**src/rtl/cseq_pkg.sv**
```systemverilog
// rtl/cseq_pkg.sv - shared types and default widths for the counter sequencer
// Purpose: FSM state encoding and default counter/run-length widths used by
//          count_seq_ctrl and cseq_rr_arb.
// Ports:   none (package).
package cseq_pkg;

  localparam int CSEQ_CW = 3;  // default counter width
  localparam int CSEQ_LW = 4;  // default run-length width

  typedef enum logic [1:0] {
    ST_IDLE = 2'd0,
    ST_LOAD = 2'd1,
    ST_RUN  = 2'd2,
    ST_DONE = 2'd3
  } cseq_state_e;

endpackage

```
**src/rtl/cseq_rr_arb.sv**
```systemverilog
// rtl/cseq_rr_arb.sv - round-robin requester pick with registered last-grant pointer
// Purpose: combinationally picks the first requesting index at or after
//          (last granted + 1) mod NREQ; the pointer moves only on grant_en.
// Ports:
//   clk       in   system clock
//   rst       in   synchronous active-high reset
//   req       in   NREQ request levels
//   grant_en  in   the caller accepted the current pick this cycle
//   gnt_valid out  at least one request is pending
//   gnt_id    out  picked requester index
module cseq_rr_arb
  import cseq_pkg::*;
#(
  parameter int NREQ = 2,
  parameter int IW   = (NREQ > 1) ? $clog2(NREQ) : 1
) (
  input  logic            clk,
  input  logic            rst,
  input  logic [NREQ-1:0] req,
  input  logic            grant_en,
  output logic            gnt_valid,
  output logic [IW-1:0]   gnt_id
);

  logic [IW-1:0] ptr_q;  // last granted requester
  logic [IW-1:0] cand;

  // Walk the ring starting one past the last grant; the first hit wins.
  always_comb begin
    gnt_valid = 1'b0;
    gnt_id    = '0;
    cand      = '0;
    for (int k = 1; k <= NREQ; k++) begin
      cand = IW'((int'(ptr_q) + k) % NREQ);
      if (!gnt_valid && req[cand]) begin
        gnt_valid = 1'b1;
        gnt_id    = cand;
      end
    end
  end

  // Resetting the pointer to the last index gives requester 0 first priority.
  always_ff @(posedge clk) begin
    if (rst) begin
      ptr_q <= IW'(NREQ - 1);
    end else if (grant_en) begin
      ptr_q <= gnt_id;
    end
  end

endmodule

```
**src/rtl/count_seq_ctrl.sv**
```systemverilog
// rtl/count_seq_ctrl.sv - job sequencer and arbiter for the shared loadable counter
// Purpose: grants one requester job at a time (round-robin), loads the counter
//          with the job's start value, enables it for the job's length, then
//          returns the final count with a one-cycle one-hot ack.
// Optional feature: CSEQ_WRAP_STOP_EN ends a job early on counter wrap.
// Ports:
//   clk, rst        clock, synchronous active-high reset
//   req             per-requester request level
//   req_start       packed start values, requester i at [i*CW +: CW]
//   req_len         packed increment counts, requester i at [i*LW +: LW]
//   ack             one-hot job-complete pulse
//   result          counter value at completion (valid with ack)
//   wrapped         job ended on counter wrap (valid with ack)
//   busy            high outside IDLE
//   grant_id        current or last granted requester
//   ctr_ld, ctr_en, ctr_ld_val   counter controls
//   ctr_count       counter value
module count_seq_ctrl
  import cseq_pkg::*;
#(
  parameter int NREQ = 2,
  parameter int CW   = CSEQ_CW,
  parameter int LW   = CSEQ_LW,
  parameter int IW   = (NREQ > 1) ? $clog2(NREQ) : 1
) (
  input  logic               clk,
  input  logic               rst,
  input  logic [NREQ-1:0]    req,
  input  logic [NREQ*CW-1:0] req_start,
  input  logic [NREQ*LW-1:0] req_len,
  output logic [NREQ-1:0]    ack,
  output logic [CW-1:0]      result,
  output logic               wrapped,
  output logic               busy,
  output logic [IW-1:0]      grant_id,
  output logic               ctr_ld,
  output logic               ctr_en,
  output logic [CW-1:0]      ctr_ld_val,
  input  logic [CW-1:0]      ctr_count
);

  cseq_state_e      state_q;
  logic [IW-1:0]    id_q;
  logic [LW-1:0]    rem_q;
  logic [NREQ-1:0]  ack_q;
  logic             ctr_ld_q;
  logic             ctr_en_q;
  logic [CW-1:0]    ld_val_q;

  logic             gnt_valid;
  logic [IW-1:0]    gnt_id;
  logic             grant_en;
  logic [CW-1:0]    sel_start;
  logic [LW-1:0]    sel_len;
  logic [NREQ-1:0]  id_onehot;
  logic             wrap_hit;

  assign grant_en  = (state_q == ST_IDLE) && gnt_valid;
  assign id_onehot = NREQ'(1) << id_q;

  cseq_rr_arb #(
    .NREQ (NREQ),
    .IW   (IW)
  ) u_arb (
    .clk       (clk),
    .rst       (rst),
    .req       (req),
    .grant_en  (grant_en),
    .gnt_valid (gnt_valid),
    .gnt_id    (gnt_id)
  );

  // Job fields of the winning requester, captured only at grant.
  always_comb begin
    sel_start = '0;
    sel_len   = '0;
    for (int i = 0; i < NREQ; i++) begin
      if (gnt_id == IW'(i)) begin
        sel_start = req_start[i*CW +: CW];
        sel_len   = req_len[i*LW +: LW];
      end
    end
  end

`ifdef CSEQ_WRAP_STOP_EN
  logic wrapped_q;
  // Increment out of all-ones wraps the counter to zero: stop the job there.
  assign wrap_hit = (state_q == ST_RUN) && (ctr_count == {CW{1'b1}});
  assign wrapped  = wrapped_q;
`else
  assign wrap_hit = 1'b0;
  assign wrapped  = 1'b0;
`endif

  always_ff @(posedge clk) begin
    if (rst) begin
      state_q   <= ST_IDLE;
      id_q      <= '0;
      rem_q     <= '0;
      ack_q     <= '0;
      ctr_ld_q  <= 1'b0;
      ctr_en_q  <= 1'b0;
      ld_val_q  <= '0;
`ifdef CSEQ_WRAP_STOP_EN
      wrapped_q <= 1'b0;
`endif
    end else begin
      ack_q <= '0;
      case (state_q)
        ST_IDLE: begin
          if (gnt_valid) begin
            state_q  <= ST_LOAD;
            id_q     <= gnt_id;
            ld_val_q <= sel_start;
            rem_q    <= sel_len;
            ctr_ld_q <= 1'b1;
          end
        end
        ST_LOAD: begin
          ctr_ld_q <= 1'b0;
          if (rem_q != '0) begin
            state_q  <= ST_RUN;
            ctr_en_q <= 1'b1;
          end else begin
            state_q <= ST_DONE;
            ack_q   <= id_onehot;
          end
        end
        ST_RUN: begin
          rem_q <= rem_q - LW'(1);
          if ((rem_q == LW'(1)) || wrap_hit) begin
            state_q   <= ST_DONE;
            ctr_en_q  <= 1'b0;
            ack_q     <= id_onehot;
`ifdef CSEQ_WRAP_STOP_EN
            wrapped_q <= wrap_hit;
`endif
          end
        end
        ST_DONE: begin
          state_q   <= ST_IDLE;
`ifdef CSEQ_WRAP_STOP_EN
          wrapped_q <= 1'b0;
`endif
        end
        default: state_q <= ST_IDLE;
      endcase
    end
  end

  // The final increment lands on the edge entering DONE, so the live count
  // during DONE is the job result.
  assign result     = (state_q == ST_DONE) ? ctr_count : '0;
  assign ack        = ack_q;
  assign busy       = (state_q != ST_IDLE);
  assign grant_id   = id_q;
  assign ctr_ld     = ctr_ld_q;
  assign ctr_en     = ctr_en_q;
  assign ctr_ld_val = ld_val_q;

endmodule

```
**config.mk**
```make
export PLATFORM = sky130hd
export DESIGN_NAME = count_seq_ctrl
export DESIGN_NICKNAME = d
export VERILOG_FILES = /design/src/rtl/cseq_pkg.sv /design/src/rtl/cseq_rr_arb.sv /design/src/rtl/count_seq_ctrl.sv
export SDC_FILE = /design/constraint.sdc
export NUM_CORES = 1
export LEC_CHECK = 0
export ABC_AREA = 1
export CORE_MARGIN = 2
export CORE_UTILIZATION = 44
export DETAILED_ROUTE_END_ITERATION = 6
export MAX_ROUTING_LAYER = met4
export PLACE_DENSITY = 0.79
export SYNTH_ARGS = -nofsm -noshare
export SYNTH_HDL_FRONTEND = slang
export SYNTH_SLANG_ARGS = --single-unit
```
**constraint.sdc**
```tcl
create_clock -name clk -period 1.45 [get_ports clk]
set_input_delay 0.145 -clock clk [delete_from_list [all_inputs] [get_ports clk]]
set_output_delay 0.145 -clock clk [all_outputs]
set_load 0.02 [all_outputs]
```
=== After elaboration in Yosys (flattened, before gate mapping) ===
Index checks and enable logic that the tools add are counted.

* Bits in registers: 15
* Input port bits: 21
* Output and inout port bits: 13

* $add $sub $neg: 3
* Magnitude comparators: 2
* Equal/unequal tests: 7
* Shifts and indexed selects: 1
* Muxes and demuxes: 25
* Reductions and logical operators: 14

{| class="wikitable"
|+ Operator list
! operator !! number
|-
| 1-bit two-way mux || 12
|-
| 2-bit two-way mux || 4
|-
| 4-bit two-way mux || 2
|-
| 2-bit one-hot mux with 4 select lines || 1
|-
| 4-bit one-hot mux with 2 select lines || 1
|-
| 2-bit AND reduction || 4
|-
| 2-bit nonzero test || 4
|-
| 3-bit two-way mux || 2
|-
| 2-bit != test (second input constant) || 3
|-
| 2-bit == test (second input constant) || 2
|-
| 4-bit by 1-bit == test with 1-bit output (second input constant) || 1
|-
| 1-bit by 2-bit < comparator with 1-bit output (second input constant) || 2
|-
| 1-bit one-hot mux with 2 select lines || 2
|-
| 2-bit one-hot mux with 2 select lines || 1
|-
| 4-bit nonzero test || 1
|-
| 4-bit by 1-bit subtractor with 4-bit output (second input constant) || 1
|-
| 3-bit AND reduction || 1
|-
| 1-bit adder (second input constant) || 2
|-
| 2-bit by 1-bit == test with 1-bit output (second input constant) || 1
|-
| 1-bit logical AND || 2
|-
| 2-bit zero test || 1
|-
| 1-bit by 1-bit << shifter with 2-bit output (first input constant) || 1
|-
| 1-bit zero test || 1
|}

=== Logic depth before layout (Yosys ltp) ===
* Word-level depth: 10
* Gate-level depth with buffers: 8
* Depth with buffers taken out: 8

=== Modules after synthesis ===
From an unflattened synthesis, not the netlist that was laid out.

* Cells, all modules: 134
* Area total of the unflattened synthesis: 907.1 sq um

{| class="wikitable"
|+ Modules (own cells, without submodules)
! module !! instances !! cells an instance !! area an instance (sq um)
|-
| count_seq_ctrl || 1 || 126 || 852.1
|-
| cseq_rr_arb || 1 || 8 || 55.1
|}

=== Worst setup path after synthesis ===
OpenSTA, ideal clock, no wires.

* Path kind: reg-to-reg
* Start: reg state_q[0]
* End: reg ctr_en_q, in the netlist ctr_en
* Library setup time: 0.070 ns
* Arrival time: 1.252 ns
* Path slack: 0.128 ns
* Cell stages (with the launch flop): 7
* Cell sequence: dfxtp_1 inv_1 ha_1 or2_2 nand3_1 nand2_1 a21oi_1

* Cells in the longest elaborated chain, start to end: 3
* Elaborated cells between the ends (all ways): 7
* Classes of those cells: eq/ne (4); mux (1); reduce/logical (2)

{| class="wikitable"
|+ RTL lines
! item !! line !! RTL
|-
| start, declared || count_seq_ctrl.sv:42 || <nowiki>cseq_state_e state_q;</nowiki>
|-
| start signal, assigned || count_seq_ctrl.sv:97 || <nowiki>state_q <= ST_IDLE;</nowiki>
|-
| start signal, assigned || count_seq_ctrl.sv:112 || <nowiki>state_q <= ST_LOAD;</nowiki>
|-
| start signal, assigned || count_seq_ctrl.sv:122 || <nowiki>state_q <= ST_RUN;</nowiki>
|-
| 2-bit by 1-bit == test with 1-bit output / 2-bit == test (equally long branches) || count_seq_ctrl.sv:109 || <nowiki>case (state_q)</nowiki>
|-
| 2-bit != test (no line) / 2-bit nonzero test (equally long branches) || -- ||
|-
| 3-bit AND reduction (no line) || -- ||
|-
| end signal, assigned || count_seq_ctrl.sv:102 || <nowiki>ctr_en_q <= 1'b0;</nowiki>
|-
| end signal, assigned || count_seq_ctrl.sv:123 || <nowiki>ctr_en_q <= 1'b1;</nowiki>
|-
| end signal, assigned || count_seq_ctrl.sv:133 || <nowiki>ctr_en_q <= 1'b0;</nowiki>
|-
| end, declared || count_seq_ctrl.sv:47 || <nowiki>logic ctr_en_q;</nowiki>
|}

Parallel ways exist; a longest one is shown, timed or not.
A chain may end at the register's enable or synchronous reset.

=== Worst setup path in the final report ===
* Start: reg ld_val_q[2], in the netlist ctr_ld_val[2]
* End: out ctr_ld_val[2]

{| class="wikitable"
|+ RTL lines
! item !! line !! RTL
|-
| start, declared || count_seq_ctrl.sv:48 || <nowiki>logic [CW-1:0] ld_val_q;</nowiki>
|-
| start signal, assigned || count_seq_ctrl.sv:114 || <nowiki>ld_val_q <= sel_start;</nowiki>
|-
| end, declared || count_seq_ctrl.sv:38 || <nowiki>output logic [CW-1:0] ctr_ld_val,</nowiki>
|}

No word-level cell between the ends.

==> flow_metrics.env <==
export IMPL_status="complete, no violations"
export IMPL_slew_viol_final=0
export IMPL_powerDensity_nw_per_um2=1818
export IMPL_clockBufferDepth=2
export IMPL_area_growth_pct=48.01
export IMPL_n_antenna_cell=0
export IMPL_cts_sinks=15
export IMPL_row_count=16
export IMPL_synth_common_cells="nand2_1, inv_1, nand3_1"
export IMPL_place_congestion=0.7837
export IMPL_synth_nets=169
export IMPL_dieWidth_um=50.24
export IMPL_synth_async_reset_ratio_pct=0
export IMPL_cts_root_buf="clkbuf_4"
export IMPL_dr_total_vias=1010
export IMPL_internal_power_uw=1381
export IMPL_yosys_warnings=0
export IMPL_finalSetupViolCount=0
export IMPL_path_delay_family="buffers and inverters"
export IMPL_grt_max_degree=10
export IMPL_dp_hpwl_um=1795
export IMPL_path_clk_slew_ns=0.11
export IMPL_p_clk_share_pct=9.8
export IMPL_drt_pre_antenna_iters=4
export IMPL_peakVddDrop_mv=0.9637
export IMPL_fmax_mhz=723.5
export IMPL_antenna_found_initial=0
export IMPL_ant_nets=0
export IMPL_synth_top_area_cell="dfxtp_1"
export IMPL_synth_most_common_cell="nand2_1"
export IMPL_core_area_um2=1982
export IMPL_hold_viol_final=0
export IMPL_synth_top_area_share_pct=31.91
export IMPL_pin_count=34
export IMPL_clock_skew_ns=0.01074
export IMPL_slowest_stage="clkdlybuf4s50_1"
export IMPL_rsz0062_at_grt="no"
export IMPL_cp_end_kind="output port"
export IMPL_start_util_pct=47.47
export IMPL_synth_seq_cells=15
export IMPL_synth_cells=140
export IMPL_numCtsBuffers=3
export IMPL_drive_above_1_share_pct=17.93
export IMPL_hold_class="flip-flop to flip-flop"
export IMPL_yosysSeqAreaShare_pct=31.91
export IMPL_synth_area_per_cell_um2=6.721
export IMPL_setup_worst_path_start_class="flip-flop"
export IMPL_drt_iter0_markers=9
export IMPL_critical_path_class="flip-flop to output port"
export IMPL_final_nets=214
export IMPL_dp_cells=207
export IMPL_track_usage_pct=20.76
export IMPL_cp_required_ns=1.31
export IMPL_cpPeakStageDelay_ns=0.60
export IMPL_final_period_utilization_pct=95.32
export IMPL_drcViolationCount=0
export IMPL_cp_cell_sequence="clkdlybuf4s50_1"
export IMPL_viasPerCell=4.787
export IMPL_gr_total_overflow=0
export IMPL_numPortBuffers=32
export IMPL_wl_um=2334
export IMPL_die_y_um=50.24
export IMPL_p_switching_uw=1151
export IMPL_cts_tree="yes"
export IMPL_synth_area_um2=940.9
export IMPL_die_area_um2=2524
export IMPL_synth_top_cells_by_area="dfxtp_1, nand2_1, ha_1"
export IMPL_cts_setup_buffers=0
export IMPL_pwr_share_seq_pct=26.6
export IMPL_crit_fanout=2
export IMPL_instances_no_fill=211
export IMPL_crit_buf_inv=1
export IMPL_p_sw_share_pct=45.45
export IMPL_grt_pass1_wl_um=3843
export IMPL_arrival_ns=1.24
export IMPL_leakage_uw=0.0007051
export IMPL_synth_cell_types=24
export IMPL_timing_setup_tns_ns=0
export IMPL_combPwrFrac_pct=63.6
export IMPL_synth_ff_type="dfxtp_1"
export IMPL_max_cap_violations=0
export IMPL_synth_edff_count=0
export IMPL_wl_per_cell_um=11.06
export IMPL_htreeDepth=1
export IMPL_min_period_ns=1.382
export IMPL_clk_latency_ns=0.29
export IMPL_grt_pass1_vias=963
cell usage in the layout, fill, tap and decap left out, types with 2 or more instances in the layout:
master / instances
dfxtp_1: 13
ha_1: 5
clkbuf_2: 2
dlygate4sd2_1: 2
dfxtp_2: 2
clkbuf_4: 3
nand3b_1: 2
o21ai_0: 2
ha_2: 2
buf_4: 9
nand2_1: 35
nor2_1: 12
clkdlybuf4s50_1: 26
inv_2: 3
o21ai_1: 3
inv_1: 20
nand3_1: 17
a21oi_1: 9
registers in the layout, summed over array words and instances, names as in the netlist:
register,flops
rem_q,4
ctr_ld_val,3
ack,2
grant_id,1
u_arb.ptr_q,1
ctr_ld,1
ctr_en,1
state_q,2
metrics by stage:
stage	worst slack (ns)	hold WS (ns)	util, %	power, uW	area, um^2
5_1_grt	0.006306	0.4893	70.27	2758	1393
3_3_place_gp	0.03258	0.4473	68.37	2180	1355
4_1_cts	0.005482	0.4603	69.82	2510	1384
3_5_place_dp	-0.01969	0.4543	68.37	2244	1355
2_1_floorplan	0.1282	0.3487	-	1651	940.9
6_report	0.06788	0.4589	70.27	2532	1393
layout make-up:
type                    count  area (um^2)
repair buffers             42        382.9
flip-flops and latches     15        302.8
well taps                  27        33.78
inverters                  24        92.59
multi-input cells          99        553.0
clock inverters             1        5.005
clock buffers               3        22.52
fillers                   173        589.3
logic make-up (layout without fill, tap and decap cells):
kind of cell             Yosys count  count (layout)  share of synthesized area, %
AND/OR/NAND/NOR                   71              71                         33.25
buffers and inverters             26              70                         11.17
AO/OA/AOI/OAI                     18              18                         11.70
flip-flops                        15              15                         31.92
adder cells (fa/ha/maj)            8               8                         10.64
other                              1               1                        0.3986
XOR/XNOR                           1               1                        0.9310
timing repair:
action	4_1_cts	5_1_grt
hold buffers	0	0
setup endpoints to repair	12	14
pin swaps	1	1
resized for setup	17	8
worst register-to-register path, cell delays in order, from the launching register on:
cell,delay [ns]
dfxtp_2,0.36
inv_1,0.06
ha_1,0.23
buf_4,0.18
nand2_4,0.11
o21ai_4,0.09
inv_2,0.08
nand3_1,0.07
nand2_1,0.06
inv_1,0.04
power groups by stage:
stage                     Clock (uW)  Combinational, uW  Sequential [uW]
after CTS                        265               1570              670
after floorplan                    0                909              742
final                            249               1610              673
after global placement             0               1520              661
after detailed placement           0               1570              669
after global routing             266               1800              694
routing by layer:
metal  global-route usage [%]  share of wire [%]
met1                    20.26                 40
met2                    38.60                 52
met3                    1.786                3.8
met4                    13.89                3.5
met5                        -                  0
path summary, 6_finish.rpt:
check,from,endpoint,slack [ns],depth (start not counted)
setup / recovery,ctr_ld_val[2],ctr_ld_val[2],0.07,1
hold / removal,grant_id,ack[0],0.46,1
setup reg to reg,state_q[0],rem_q[2],0.08,9
hold reg to reg,grant_id,ack[0],0.46,1
(Power assumes the default switching activity.)
